### src/rtl/alu_op_sequencer.sv
// Request/response sequencer that drives a combinational ALU from flops, waits a settle
// window, then captures the result and derived status flags into a response channel.
module alu_op_sequencer #(
  parameter int N             = 4,
  parameter int SETTLE_CYCLES = 1
) (
  input  logic         clk,
  input  logic         rst,
  input  logic         req_valid,
  output logic         req_ready,
  input  logic [N-1:0] req_a,
  input  logic [N-1:0] req_b,
  input  logic         req_cin,
  input  logic [3:0]   req_sel,
  output logic [N-1:0] alu_a,
  output logic [N-1:0] alu_b,
  output logic         alu_cin,
  output logic [3:0]   alu_sel,
  input  logic [N-1:0] alu_z,
  input  logic         alu_co,
  output logic         rsp_valid,
  input  logic         rsp_ready,
  output logic [N-1:0] rsp_z,
  output logic         rsp_carry,
  output logic         rsp_zero,
  output logic         rsp_neg,
  output logic         rsp_ovf,
  output logic         rsp_err,
  output logic         busy
);

  localparam int CW = (SETTLE_CYCLES > 1) ? $clog2(SETTLE_CYCLES) : 1;

  localparam logic [3:0] OP_ADD = 4'b0000;
  localparam logic [3:0] OP_SUB = 4'b0001;
  localparam logic [3:0] OP_AND = 4'b0011;
  localparam logic [3:0] OP_OR  = 4'b0100;
  localparam logic [3:0] OP_XOR = 4'b0101;
  localparam logic [3:0] OP_SLL = 4'b1001;

  typedef enum logic [1:0] {
    IDLE   = 2'd0,
    SETTLE = 2'd1,
    RESP   = 2'd2
  } state_t;

  state_t         state_q, state_d;
  logic [CW-1:0]  cnt_q, cnt_d;
  logic [N-1:0]   alu_a_q, alu_a_d;
  logic [N-1:0]   alu_b_q, alu_b_d;
  logic           alu_cin_q, alu_cin_d;
  logic [3:0]     alu_sel_q, alu_sel_d;
  logic [N-1:0]   rsp_z_q, rsp_z_d;
  logic           rsp_carry_q, rsp_carry_d;
  logic           rsp_zero_q, rsp_zero_d;
  logic           rsp_neg_q, rsp_neg_d;
  logic           rsp_ovf_q, rsp_ovf_d;
  logic           rsp_err_q, rsp_err_d;

  logic sel_ok;
  logic settle_done;
  logic carry_c;
  logic ovf_c;

  always_comb begin
    sel_ok = 1'b0;
    case (req_sel)
      OP_ADD, OP_SUB, OP_AND, OP_OR, OP_XOR, OP_SLL: sel_ok = 1'b1;
      default:                                       sel_ok = 1'b0;
    endcase
  end

  assign settle_done = (cnt_q == CW'(SETTLE_CYCLES - 1));

  // Flags are derived from the operands actually presented to the ALU, not the request port.
  always_comb begin
    carry_c = 1'b0;
    ovf_c   = 1'b0;
    case (alu_sel_q)
      OP_ADD: begin
        carry_c = alu_co;
        ovf_c   = (alu_a_q[N-1] == alu_b_q[N-1]) && (alu_z[N-1] != alu_a_q[N-1]);
      end
      OP_SUB: begin
        carry_c = alu_co;
        ovf_c   = (alu_a_q[N-1] != alu_b_q[N-1]) && (alu_z[N-1] != alu_a_q[N-1]);
      end
      OP_SLL:  carry_c = alu_co;
      default: begin
        carry_c = 1'b0;
        ovf_c   = 1'b0;
      end
    endcase
  end

  always_comb begin
    state_d     = state_q;
    cnt_d       = cnt_q;
    alu_a_d     = alu_a_q;
    alu_b_d     = alu_b_q;
    alu_cin_d   = alu_cin_q;
    alu_sel_d   = alu_sel_q;
    rsp_z_d     = rsp_z_q;
    rsp_carry_d = rsp_carry_q;
    rsp_zero_d  = rsp_zero_q;
    rsp_neg_d   = rsp_neg_q;
    rsp_ovf_d   = rsp_ovf_q;
    rsp_err_d   = rsp_err_q;

    unique case (state_q)
      IDLE: begin
        if (req_valid) begin
          if (sel_ok) begin
            alu_a_d   = req_a;
            alu_b_d   = req_b;
            alu_cin_d = req_cin;
            alu_sel_d = req_sel;
            cnt_d     = '0;
            state_d   = SETTLE;
          end else begin
            // Unsupported opcode: leave the ALU bus alone and answer with an error.
            rsp_z_d     = '0;
            rsp_carry_d = 1'b0;
            rsp_zero_d  = 1'b0;
            rsp_neg_d   = 1'b0;
            rsp_ovf_d   = 1'b0;
            rsp_err_d   = 1'b1;
            state_d     = RESP;
          end
        end
      end
      SETTLE: begin
        cnt_d = cnt_q + CW'(1);
        if (settle_done) begin
          rsp_z_d     = alu_z;
          rsp_carry_d = carry_c;
          rsp_zero_d  = (alu_z == '0);
          rsp_neg_d   = alu_z[N-1];
          rsp_ovf_d   = ovf_c;
          rsp_err_d   = 1'b0;
          cnt_d       = '0;
          state_d     = RESP;
        end
      end
      RESP: begin
        if (rsp_ready) state_d = IDLE;
      end
      default: state_d = IDLE;
    endcase
  end

  always_ff @(posedge clk or posedge rst) begin
    if (rst) begin
      state_q     <= IDLE;
      cnt_q       <= '0;
      alu_a_q     <= '0;
      alu_b_q     <= '0;
      alu_cin_q   <= 1'b0;
      alu_sel_q   <= '0;
      rsp_z_q     <= '0;
      rsp_carry_q <= 1'b0;
      rsp_zero_q  <= 1'b0;
      rsp_neg_q   <= 1'b0;
      rsp_ovf_q   <= 1'b0;
      rsp_err_q   <= 1'b0;
    end else begin
      state_q     <= state_d;
      cnt_q       <= cnt_d;
      alu_a_q     <= alu_a_d;
      alu_b_q     <= alu_b_d;
      alu_cin_q   <= alu_cin_d;
      alu_sel_q   <= alu_sel_d;
      rsp_z_q     <= rsp_z_d;
      rsp_carry_q <= rsp_carry_d;
      rsp_zero_q  <= rsp_zero_d;
      rsp_neg_q   <= rsp_neg_d;
      rsp_ovf_q   <= rsp_ovf_d;
      rsp_err_q   <= rsp_err_d;
    end
  end

  assign req_ready = (state_q == IDLE);
  assign rsp_valid = (state_q == RESP);
  assign busy      = (state_q != IDLE);
  assign alu_a     = alu_a_q;
  assign alu_b     = alu_b_q;
  assign alu_cin   = alu_cin_q;
  assign alu_sel   = alu_sel_q;
  assign rsp_z     = rsp_z_q;
  assign rsp_carry = rsp_carry_q;
  assign rsp_zero  = rsp_zero_q;
  assign rsp_neg   = rsp_neg_q;
  assign rsp_ovf   = rsp_ovf_q;
  assign rsp_err   = rsp_err_q;

endmodule

### config.mk
export PLATFORM = sky130hd
export DESIGN_NAME = alu_op_sequencer
export DESIGN_NICKNAME = d
export VERILOG_FILES = /design/src/rtl/alu_op_sequencer.sv
export SDC_FILE = /design/constraint.sdc
export NUM_CORES = 1
export LEC_CHECK = 0
export ABC_AREA = 1
export ABC_CLOCK_PERIOD_IN_PS = 2900
export BUFFER_PORTS_ARGS = -buffer_cell sky130_fd_sc_hd__buf_4
export CORE_MARGIN = 10
export CORE_UTILIZATION = 49
export DETAILED_ROUTE_END_ITERATION = 7
export MAX_ROUTING_LAYER = met4
export PLACE_DENSITY_LB_ADDON = 0.15
export SETUP_SLACK_MARGIN = 0.15
export SLEW_MARGIN = 20
export SYNTH_ARGS = -nofsm -noshare
export SYNTH_HDL_FRONTEND = slang
export SYNTH_SLANG_ARGS = --single-unit
### constraint.sdc
create_clock -name clk -period 2.9 [get_ports clk]
set_clock_uncertainty 0.15 [all_clocks]
set_input_delay 0.145 -clock clk [delete_from_list [all_inputs] [get_ports clk]]
set_output_delay 0.145 -clock clk [all_outputs]
set_load 0.01 [all_outputs]
==> impl_metrics.ini <==
[outcome]
status = finished clean

[power]
finalPower_uw = 1080
irDropWorstVdd_mv = 0.493
net-switching-power_uw = 387
p_comb_share_pct = 41.1
p_int_uw = 695
power_frac_clock_pct = 14.2
power_switching_share_pct = 35.8
power.density_mw_per_mm2 = 672
pwr-share-seq_pct = 44.7
leakage_uw = 0.000916

[place]
hpwl_microns = 2060
portBuffers = 46
gp_congestion = 0.853

[floorplan]
initial_core_util_pct = 52.5
die_area_sq_mm = 0.00436
die_w_microns = 66.1
coreArea_sq_mm = 0.00198
io_pins = 47
die_height_microns = 66.1
rows = 16

[clock_network]
path_clk_slew_ps = 130
cts_root_buf = clkbuf_4
cts_setup_buffers = 0
numCtsBuffers = 3
hold_buffers = 20
clock_sinks = 23
cts_tree = built
htree_num_levels = 1
max-clock-path-buffers = 2
clk_latency_ps = 320
cts-resized-gates = 0

[setup_path]
r2r_slack_ps = 1570
slowest_delay_ps = 540
crit_end = alu_a[3]
worstSetupStartpointType = input pin
r2r-start = state_q[0]
cp_cell_sequence = dlygate4sd3_1, buf_4, nand2_1, nand3_1, nand2_1, nand2_4, inv_4, nand2_1, nand2_1
cp.arrival_ps = 1500
crit_slowest_cell = dlygate4sd3_1
crit_required_ps = 3010
r2r-end = alu_a[3]
endpoint_kind = flop
ff2ff_path_depth = 7
crit_start = req_sel[3]
worstSetupPathType = input pin to flop
path_max_fanout = 17
path_common_cell = nand2_1

[drt]
drtIter0Drc = 25
ant_nets = 0
postRouteWirelength_microns = 2910
vias = 994
dr.pass1.iters = 4
drc = 0
viasPerCell = 4.60
routedWlPerCell_microns = 13.4

[layout]
nets = 212
drive_gt1_share_pct = 32.8
fill_cells = 129
n_antenna_cell = 0
final_util_pct = 81.3
area_delta_synth_final_pct = 54.9

[synth]
yosys_warnings = 0
ys_seq_elements = 23
seq_area_frac_synth_pct = 55.4
synth_cells = 122
syn-cell-area_sq_mm = 0.00104
ys_types = 19
syn_nets = 144
avgSynthCellArea_sq_um = 8.52

[timing]
tightest_slew_ps = 854
max_freq_mhz = 719
maxSlewHeadroom_pct = 43.0
final_max_slew_viol_count = 0
rsz0062_at_grt = no
fin_hold_ws_ps = 156
report.final.hold_viol_count = 0
fin_tns_setup_ps = 0
period_needed_ps = 1390
min_period_over_period_pct = 47.9
setup_violations = 0

[global_route]
grt_max_degree = 24
grt_pass1_vias = 1083
grt_remaining_overflow = 0
track_usage_pct = 14.3
antenna_found_initial = 0
grt_pass1_wl_microns = 4850

[flow_run]
cap_violations = 0

[min_path]
hp-class = input pin to flop
worst max-delay path: cells and delay by family:
kind                   cells  cell delay, ps
buffers and inverters      3             840
AND/OR/NAND/NOR            6             510
worst min-delay path by stage:
stage | from | end | slack [ps] | cells past startpoint
after detailed placement | rsp_ready | state_q[1] | 190 | 2
after CTS | req_valid | rsp_err | 170 | 5
final | req_valid | rsp_err | 160 | 5
after global placement | req_a[2] | alu_a[2] | 190 | 3
after global routing | req_valid | rsp_err | 190 | 5
after floorplan | rst | alu_a[0] | -3 | 1
layout make-up:
cell class                 instances  area, sq um  area share, %
clock buffer                       4         26.3           1.63
timing repair buffer              66          546           33.9
inverter                          13         51.3           3.19
tap                               27         33.8           2.10
multi-input combinational         83          378           23.5
sequential                        23          576           35.7
per-layer routing:
layer,vias to the layer above,track usage (%),wire (microns)
met5,-,-,0
met3,2,4.75,225
met4,0,4.71,20
met1,453,15.4,1170
li1,503,-,-
met2,36,24.2,1490
cell usage in the layout, fill, tap and decap left out:
cell type      Yosys  routed
dlygate4sd3_1      0      20
clkbuf_4           0       3
nand2_1           58      58
nand3_1            4       4
dfrtp_1           23      23
inv_1             10      10
inv_4              1       1
a21oi_1            2       2
or2_2              2       2
clkbuf_1           0       1
inv_2              2       2
nor4_1             1       1
xnor2_1            1       1
o21ai_0            4       4
nor2_4             1       1
nor3_1             1       1
xor2_1             1       1
nand2_2            5       5
buf_4              2      46
nand2_4            2       2
nor2_1             1       1
through the flow:
stage / instance area (sq um) / setup WS, ps / cells
4_1_cts: 1610 / 1520 / 216
3_3_place_gp: 1380 / 1660 / 192
5_1_grt: 1610 / 1350 / 216
2_1_floorplan: 1040 / 1660 / 122
3_5_place_dp: 1380 / 1610 / 192
6_report: 1610 / 1510 / 216
cells by family after synthesis:
logic type / synth area share, %
AOI/OAI and AO/OA: 2.89
xor gates and xnor gates: 1.69
buffers and inverters: 8.30
DFF: 55.4
and+or+nand+nor: 31.8
power by group through the flow:
stage                     logic (uW)  registers [uW]  clock network (uW)
after floorplan                  173             521                   0
after global placement           419             483                   0
after detailed placement         429             489                   0
after CTS                        451             483                 154
after global routing             496             496                 169
final                            445             483                 154
sequential cells by signal (all words and copies together), names as in the netlist:
name,flops
rsp_ovf,1
rsp_z,3
rsp_err,1
rsp_carry,1
alu_sel,4
alu_b,4
state_q,2
alu_a,4
alu_cin,1
rsp_zero,1
rsp_neg,1
Yosys cell counts:
cell | instances | area (sq um)
a21oi_1 | 2 | 10.0
buf_12 | 1 | 20.0
buf_4 | 2 | 15.0
dfrtp_1 | 23 | 576
inv_1 | 10 | 37.5
inv_2 | 2 | 7.51
inv_4 | 1 | 6.26
nand2_1 | 58 | 218
nand2_2 | 5 | 31.3
nand2_4 | 2 | 22.5
nand3_1 | 4 | 20.0
nor2_1 | 1 | 3.75
nor2_4 | 1 | 11.3
nor3_1 | 1 | 5.00
nor4_1 | 1 | 6.26
o21ai_0 | 4 | 20.0
or2_2 | 2 | 12.5
xnor2_1 | 1 | 8.76
xor2_1 | 1 | 8.76
Power figures use the tool's default switching activity.
